## src/rtl/recovery_ctrl_pkg.sv

```systemverilog
// -----------------------------------------------------------------------------
// sys_defs
//   Shared definitions for the recovery controller and its neighbours:
//   exception codes reported by the ROB head, the program-counter type, the
//   recovery FSM state encoding and the default widths of the ROB occupancy
//   and per-cycle rewind count buses.
// -----------------------------------------------------------------------------
package sys_defs;

    // Default configuration of the recovery path.
    localparam int DEF_WAY            = 3;
    localparam int DEF_ROB_SIZE       = 32;
    localparam int DEF_PC_W           = 32;
    localparam int DEF_REWIND_TIMEOUT = 64;

    // Occupancy counts 0..ROB_SIZE inclusive; rewind count 0..WAY inclusive.
    localparam int ROB_CNT_W    = $clog2(DEF_ROB_SIZE + 1);
    localparam int REWIND_NUM_W = $clog2(DEF_WAY + 1);

    typedef logic [DEF_PC_W-1:0] PC_t;

    // NO_ERROR at the ROB head means a branch mispredict, not a fault.
    typedef enum logic [3:0] {
        NO_ERROR            = 4'h0,
        INST_ADDR_MISALIGN  = 4'h1,
        INST_ACCESS_FAULT   = 4'h2,
        ILLEGAL_INST        = 4'h3,
        BREAKPOINT          = 4'h4,
        LOAD_ADDR_MISALIGN  = 4'h5,
        LOAD_ACCESS_FAULT   = 4'h6,
        STORE_ADDR_MISALIGN = 4'h7,
        STORE_ACCESS_FAULT  = 4'h8,
        HALTED_ON_WFI       = 4'hE
    } exception_code_e;

    typedef enum logic [2:0] {
        RS_IDLE   = 3'd0,
        RS_DRAIN  = 3'd1,
        RS_REWIND = 3'd2,
        RS_FLUSH  = 3'd3,
        RS_RESUME = 3'd4,
        RS_HALT   = 3'd5
    } recovery_state_e;

endpackage

```

## src/rtl/recovery_ctrl_stats.sv

```systemverilog
// -----------------------------------------------------------------------------
// recovery_stats
//   Saturating 32-bit counter bank observing the recovery controller.
//   Ports:
//     clock, reset        clock and asynchronous active-low reset
//     inc_recovery        +1 to stat_recoveries (FLUSH entry)
//     inc_penalty         +1 to stat_penalty_cycles (busy, not halted)
//     rewound_add         amount added to stat_rewound this cycle
//     stat_*              counter values, all stick at all-ones
// -----------------------------------------------------------------------------
module recovery_stats #(
    parameter int ADD_W = 6
) (
    input  logic             clock,
    input  logic             reset,
    input  logic             inc_recovery,
    input  logic             inc_penalty,
    input  logic [ADD_W-1:0] rewound_add,
    output logic [31:0]      stat_recoveries,
    output logic [31:0]      stat_penalty_cycles,
    output logic [31:0]      stat_rewound
);

    logic [31:0] recoveries_q, recoveries_d;
    logic [31:0] penalty_q,    penalty_d;
    logic [31:0] rewound_q,    rewound_d;
    logic [32:0] rewound_sum;

    always_comb begin
        recoveries_d = recoveries_q;
        penalty_d    = penalty_q;
        if (inc_recovery && (recoveries_q != '1)) recoveries_d = recoveries_q + 32'd1;
        if (inc_penalty  && (penalty_q    != '1)) penalty_d    = penalty_q + 32'd1;
        // One spare bit catches the carry so the sum clamps instead of wrapping.
        rewound_sum = {1'b0, rewound_q} + 33'(rewound_add);
        rewound_d   = rewound_sum[32] ? '1 : rewound_sum[31:0];
    end

    always_ff @(posedge clock or negedge reset) begin
        if (!reset) begin
            recoveries_q <= '0;
            penalty_q    <= '0;
            rewound_q    <= '0;
        end else begin
            recoveries_q <= recoveries_d;
            penalty_q    <= penalty_d;
            rewound_q    <= rewound_d;
        end
    end

    assign stat_recoveries     = recoveries_q;
    assign stat_penalty_cycles = penalty_q;
    assign stat_rewound        = rewound_q;

endmodule

```

## src/rtl/recovery_ctrl.sv

```systemverilog
// -----------------------------------------------------------------------------
// recovery_ctrl
//   Sequences branch-mispredict recovery around the reorder buffer: stall
//   dispatch, wait for retired stores to drain, let the ROB roll back younger
//   entries (up to WAY per cycle), then pulse a one-cycle fetch/store flush
//   with the redirect PC, and settle for one RESUME cycle. Any head exception
//   other than NO_ERROR (WFI, illegal instruction, ...) parks the core in a
//   sticky HALT until reset.
//
//   Ports:
//     clock, reset      clock, asynchronous active-low reset
//     exc_valid         ROB head complete and flagged
//     exc_code          exception code of the head (NO_ERROR = mispredict)
//     exc_target_pc     resolved target PC
//     rob_occupancy     valid ROB entries including the head
//     rewind_num        entries the ROB rolled back this cycle
//     sq_drained        no retired-but-unwritten stores remain
//     rewind_go         ROB may roll back this cycle        (combinational)
//     dispatch_stall    block dispatch                      (combinational)
//     fetch_flush       one-cycle flush pulse               (registered)
//     store_flush       one-cycle speculative store squash  (registered)
//     redirect_pc       new fetch PC while fetch_flush=1    (registered)
//     halt, halt_code   sticky halt and its cause           (registered)
//     busy              FSM not idle                        (registered)
//     err_timeout       sticky: DRAIN+REWIND ran too long   (registered)
//     err_protocol      sticky: ROB over-rewound / empty    (registered)
//
//   Build option RECOVERY_STATS_EN adds stat_recoveries, stat_penalty_cycles
//   and stat_rewound saturating counters via recovery_stats.
// -----------------------------------------------------------------------------
module recovery_ctrl
    import sys_defs::*;
#(
    parameter int WAY            = DEF_WAY,
    parameter int ROB_SIZE       = DEF_ROB_SIZE,
    parameter int PC_W           = DEF_PC_W,
    parameter int REWIND_TIMEOUT = DEF_REWIND_TIMEOUT
) (
    input  logic                          clock,
    input  logic                          reset,
    input  logic                          exc_valid,
    input  logic [3:0]                    exc_code,
    input  logic [PC_W-1:0]               exc_target_pc,
    input  logic [$clog2(ROB_SIZE+1)-1:0] rob_occupancy,
    input  logic [$clog2(WAY+1)-1:0]      rewind_num,
    input  logic                          sq_drained,
    output logic                          rewind_go,
    output logic                          dispatch_stall,
    output logic                          fetch_flush,
    output logic                          store_flush,
    output logic [PC_W-1:0]               redirect_pc,
    output logic                          halt,
    output logic [3:0]                    halt_code,
    output logic                          busy,
    output logic                          err_timeout,
    output logic                          err_protocol
`ifdef RECOVERY_STATS_EN
    ,
    output logic [31:0]                   stat_recoveries,
    output logic [31:0]                   stat_penalty_cycles,
    output logic [31:0]                   stat_rewound
`endif
);

    localparam int CNT_W = $clog2(ROB_SIZE + 1);
    localparam int TMO_W = $clog2(REWIND_TIMEOUT + 1);

    recovery_state_e state_q, state_d;
    logic [PC_W-1:0]  tgt_q, tgt_d;
    logic [CNT_W-1:0] remaining_q, remaining_d;
    logic [TMO_W-1:0] tmo_cnt_q, tmo_cnt_d;
    logic [3:0]       halt_code_q, halt_code_d;
    logic             err_timeout_q, err_timeout_d;
    logic             err_protocol_q, err_protocol_d;
    logic             fetch_flush_q, fetch_flush_d;
    logic [PC_W-1:0]  redirect_pc_q, redirect_pc_d;
    logic             halt_q, halt_d;
    logic             busy_q, busy_d;

    logic [CNT_W-1:0] rewind_ext;
    logic [TMO_W-1:0] tmo_cnt_inc;
    logic             tmo_hit;

    assign rewind_ext  = CNT_W'(rewind_num);
    assign tmo_cnt_inc = tmo_cnt_q + TMO_W'(1);
    // This cycle is the last one DRAIN+REWIND is allowed to occupy.
    assign tmo_hit     = (tmo_cnt_inc == TMO_W'(REWIND_TIMEOUT));

    // NOTE: every variable gets its hold value first, so no path leaves one
    // unassigned and no latch is inferred.
    always_comb begin
        state_d        = state_q;
        tgt_d          = tgt_q;
        remaining_d    = remaining_q;
        tmo_cnt_d      = tmo_cnt_q;
        halt_code_d    = halt_code_q;
        err_timeout_d  = err_timeout_q;
        err_protocol_d = err_protocol_q;

        unique case (state_q)
            RS_IDLE: begin
                if (exc_valid) begin
                    if (exc_code != NO_ERROR) begin
                        state_d     = RS_HALT;
                        halt_code_d = exc_code;
                    end else begin
                        state_d   = RS_DRAIN;
                        tgt_d     = exc_target_pc;
                        tmo_cnt_d = '0;
                        // The head itself is not rewound, only younger entries.
                        if (rob_occupancy == '0) begin
                            remaining_d    = '0;
                            err_protocol_d = 1'b1;
                        end else begin
                            remaining_d = rob_occupancy - CNT_W'(1);
                        end
                    end
                end
            end
            RS_DRAIN: begin
                tmo_cnt_d = tmo_cnt_inc;
                if (sq_drained) state_d = (remaining_q == '0) ? RS_FLUSH : RS_REWIND;
                if (tmo_hit) begin
                    err_timeout_d = 1'b1;
                    state_d       = RS_FLUSH;
                end
            end
            RS_REWIND: begin
                tmo_cnt_d = tmo_cnt_inc;
                if (rewind_ext > remaining_q) begin
                    remaining_d    = '0;
                    err_protocol_d = 1'b1;
                end else begin
                    remaining_d = remaining_q - rewind_ext;
                end
                if (remaining_d == '0) state_d = RS_FLUSH;
                if (tmo_hit) begin
                    err_timeout_d = 1'b1;
                    state_d       = RS_FLUSH;
                end
            end
            RS_FLUSH:  state_d = RS_RESUME;
            RS_RESUME: state_d = RS_IDLE;
            RS_HALT:   state_d = RS_HALT;
            default:   state_d = RS_IDLE;
        endcase

        // Registered outputs are decoded from the state being entered so they
        // line up with that state rather than lagging it by a cycle.
        fetch_flush_d = (state_d == RS_FLUSH);
        redirect_pc_d = (state_d == RS_FLUSH) ? tgt_d : '0;
        halt_d        = (state_d == RS_HALT);
        busy_d        = (state_d != RS_IDLE);
    end

    // NOTE: state flops use non-blocking assignments so every flop samples
    // the pre-edge values regardless of statement order.
    always_ff @(posedge clock or negedge reset) begin
        if (!reset) begin
            state_q        <= RS_IDLE;
            tgt_q          <= '0;
            remaining_q    <= '0;
            tmo_cnt_q      <= '0;
            halt_code_q    <= NO_ERROR;
            err_timeout_q  <= 1'b0;
            err_protocol_q <= 1'b0;
            fetch_flush_q  <= 1'b0;
            redirect_pc_q  <= '0;
            halt_q         <= 1'b0;
            busy_q         <= 1'b0;
        end else begin
            state_q        <= state_d;
            tgt_q          <= tgt_d;
            remaining_q    <= remaining_d;
            tmo_cnt_q      <= tmo_cnt_d;
            halt_code_q    <= halt_code_d;
            err_timeout_q  <= err_timeout_d;
            err_protocol_q <= err_protocol_d;
            fetch_flush_q  <= fetch_flush_d;
            redirect_pc_q  <= redirect_pc_d;
            halt_q         <= halt_d;
            busy_q         <= busy_d;
        end
    end

    // Every non-idle state holds dispatch off, including HALT.
    assign rewind_go      = (state_q == RS_REWIND);
    assign dispatch_stall = (state_q != RS_IDLE);

    assign fetch_flush  = fetch_flush_q;
    assign store_flush  = fetch_flush_q;
    assign redirect_pc  = redirect_pc_q;
    assign halt         = halt_q;
    assign halt_code    = halt_code_q;
    assign busy         = busy_q;
    assign err_timeout  = err_timeout_q;
    assign err_protocol = err_protocol_q;

`ifdef RECOVERY_STATS_EN
    logic [CNT_W-1:0] rewound_amt;
    // Count what the ROB could legally have removed, not what it claimed.
    assign rewound_amt = (state_q != RS_REWIND)      ? '0 :
                         (rewind_ext > remaining_q)  ? remaining_q : rewind_ext;

    recovery_stats #(
        .ADD_W (CNT_W)
    ) u_stats (
        .clock               (clock),
        .reset               (reset),
        .inc_recovery        ((state_d == RS_FLUSH) && (state_q != RS_FLUSH)),
        .inc_penalty         ((state_q != RS_IDLE) && (state_q != RS_HALT)),
        .rewound_add         (rewound_amt),
        .stat_recoveries     (stat_recoveries),
        .stat_penalty_cycles (stat_penalty_cycles),
        .stat_rewound        (stat_rewound)
    );
`endif

endmodule

```

## config.mk

```make
export PLATFORM = sky130hd
export DESIGN_NAME = recovery_ctrl
export DESIGN_NICKNAME = d
export VERILOG_FILES = /design/src/rtl/recovery_ctrl_pkg.sv /design/src/rtl/recovery_ctrl_stats.sv /design/src/rtl/recovery_ctrl.sv
export SDC_FILE = /design/constraint.sdc
export NUM_CORES = 1
export LEC_CHECK = 0
export CAP_MARGIN = 15
export CORE_MARGIN = 10
export CORE_UTILIZATION = 43
export DETAILED_ROUTE_END_ITERATION = 10
export GPL_ROUTABILITY_DRIVEN = 0
export PLACE_DENSITY_LB_ADDON = 0.05
export SLEW_MARGIN = 20
export SYNTH_ARGS = -nofsm -noshare
export SYNTH_HDL_FRONTEND = slang
export SYNTH_SLANG_ARGS = --single-unit
```

## constraint.sdc

```tcl
create_clock -name clock -period 4.95 [get_ports clock]
set_input_delay 0.99 -clock clock [delete_from_list [all_inputs] [get_ports clock]]
set_output_delay 0.99 -clock clock [all_outputs]
set_load 0.02 [all_outputs]
```

==> results.cfg <==
[synth]
ys.flop_type = dfrtp_1
synth_area_leaders = dfrtp_1 60%, mux2_2 9.6%, nor3b_1 6.4%
synth_top_area_share_pct = 59.5
ys_ff_latch = 89
async_reset_ff_share_pct = 100
yosysWarnings = 0
synth.most_common_cell = dfrtp_1
synth-seq-area-share_pct = 59.5
ys_types = 46
yosysTopAreaCell = dfrtp_1
synthesis.nets = 359
synth_enable_flop_cells = 0
synthesis.instances = 305
syn_area_per_cell_um2 = 12.3
netlist_area_um2 = 3740
yosys-top-cells-count = 89 x dfrtp_1, 32 x mux2_2, 32 x nor3b_1

[pwr]
vdd_drop_max_mv = 0.164
p_total_mw = 1.31
p_leak_nw = 2.18
p_per_area_nw_per_um2 = 265

[worst_setup_path]
worst_ep_arrival_time_ns = 3.64
crit_type = primary input to register
timing.rr.start = remaining_q[0]
cp.depth = 9
max_stage_delay_ns = 0.46
endpoint = redirect_pc[27]
reg2reg_to = redirect_pc[27]
path_buf_inv = 2
reg2reg_depth = 9
startpoint = rewind_num[0]
crit_slowest_cell = clkdlybuf4s50_1
reg2reg_slack_ns = 2.19
crit_path_end_kind = register
cp_max_fo = 36
crit_path_start_kind = primary input
cp_cell_sequence = clkdlybuf4s50_1 > ha_1 > fa_1 > or3b_4 > o32a_1 > a2111oi_2 > a211oi_4 > buf_4 > nor3b_1
crit_family = compound AO/OA/AOI/OAI gates
required_ns = 5.22

[clock_tree]
cts_hold_buf = 0
cts_tree = built
path_clk_slew_ns = 0.09
ctsResizeCount = 0
root_buffer = clkbuf_8
post-cts-setup-buffers = 0
cts_buffers = 9
htreeDepth = 3
cts_buffer_depth = 2
cts_sinks = 89
insertion_delay_ns = 0.36

[outcome]
status = complete, no violations

[timing]
slew_headroom_pct = 43.9
slew_violations = 0
clock_skew_ns = 0.00955
finalCritPeriodShare_pct = 68.1
finalHoldViolCount = 0
holdWs_ns = 0.480
rsz0062_at_grt = no
setup_viol = 0
fmax_ghz = 0.296
tightest_slew_ns = 0.834
fin_crit_ns = 3.37
setup_ws_ns = 1.58
fin_setup_tns_ns = 0

[floorplanning]
core_um2 = 8340
die_h_um = 113
start_util_pct = 44.9
io_pins = 92
rows = 33
die_w_um = 113
dieArea_um2 = 12800

[drt]
viasPerCell = 5.16
drc = 0
drt_iter0_drc = 81
wl_per_cell_um = 17.2
routed_wirelength_mm = 8.73
dr.pass1.iters = 4
drtAntennaViolNets = 0
num_vias = 2616

[layout]
layout-drive-gt1-share_pct = 15.4
fin_nets = 451
diodes = 0
syn_to_final_growth_pct = 32.1
finish.instance_area_um2 = 4940

[placed_design]
place_ws_ns = 1.16
place.port_buffers = 91
placedInstanceArea_um2 = 4750
dp_hpwl_mm = 6.11

[worst_hold_path]
hp-class = register to register

[global_routing]
overflow = 0
grt_pass1_wl_mm = 14.4
grt.total_usage_pct = 13.8
antenna_found_initial = 0
grt_max_degree = 50
grt_pass1_vias = 2819

[run]
drv_cap = 0
[flip-flops by register name, summed over array words and instances, names as in the netlist]
| register | cells |
|---|---|
| busy | 1 |
| state_q | 3 |
| halt_code | 4 |
| halt | 1 |
| remaining_q | 6 |
| redirect_pc | 32 |
| fetch_flush | 1 |
| tmo_cnt_q | 7 |
| tgt_q | 32 |
| err_protocol | 1 |
| err_timeout | 1 |
[cell usage in the layout (no fill, tap or decap), types with 2 or more instances in the layout]
| master | count |
|---|---|
| nor2_1 | 12 |
| nand2_1 | 25 |
| nand3_1 | 7 |
| or2_2 | 3 |
| nor3_1 | 5 |
| clkbuf_8 | 10 |
| nand2b_1 | 2 |
| inv_1 | 12 |
| xnor2_1 | 4 |
| ha_1 | 5 |
| inv_8 | 2 |
| dfrtp_1 | 89 |
| xor2_1 | 3 |
| inv_6 | 3 |
| mux2_2 | 32 |
| o31ai_1 | 2 |
| a31oi_1 | 3 |
| or3_1 | 3 |
| nor2b_1 | 3 |
| a22o_1 | 3 |
| a21oi_1 | 5 |
| buf_4 | 5 |
| nand4_1 | 2 |
| o21ai_0 | 15 |
| o32a_1 | 2 |
| o211ai_1 | 2 |
| clkdlybuf4s50_1 | 90 |
| nor3b_1 | 32 |
[cell type report]
cell class	count	area (um^2)
sequential	89	2230
fill	720	3400
clock buffer	10	138
inverter	13	48.8
multi-input combinational	189	1400
clock inverter	6	56.3
tap	105	131
timing repair buffer	95	938
[power by group]
part	leakage [nW]	internal (mW)	total, mW	switching [mW]
Clock	0.0977	0.209	0.490	0.281
Sequential	1.18	0.731	0.734	0.00275
Combinational	0.901	0.0486	0.0868	0.0382
Total	2.18	0.989	1.31	0.322
[per-layer routing]
layer	share of wire, %	vias up	global-route usage, %
met2	50	81	21.9
li1	-	1247	-
met5	0	-	0
met3	6.7	11	5.65
met4	1.3	0	4.31
met1	42	1277	16.8
[through the flow]
step	instances	utilization [%]
floorplan	305	-
global placement	491	56.9
detailed placement	491	56.9
CTS	507	59.3
global route	507	59.3
finish	507	59.3
[logic make-up (layout without fill, tap and decap cells)]
family | count (synthesis) | after routing | share of synthesized area [%]
buf+inv | 27 | 124 | 3.54
flops | 89 | 89 | 59.5
simple gates | 101 | 101 | 15.5
xor+xnor | 7 | 7 | 1.64
compound gates | 42 | 42 | 7.73
fa+ha+maj | 7 | 7 | 2.47
mux | 32 | 32 | 9.63
[how the worst min path moves through the flow]
stage	start	to	cells after the start
after floorplan	remaining_q[0]	remaining_q[0]	2
after global placement	halt_code[1]	halt_code[1]	2
after detailed placement	halt_code[0]	halt_code[0]	2
after CTS	halt_code[0]	halt_code[0]	2
after global routing	err_timeout	err_timeout	1
final	err_timeout	err_timeout	1
Note: power is estimated with default switching activity, not from simulation.
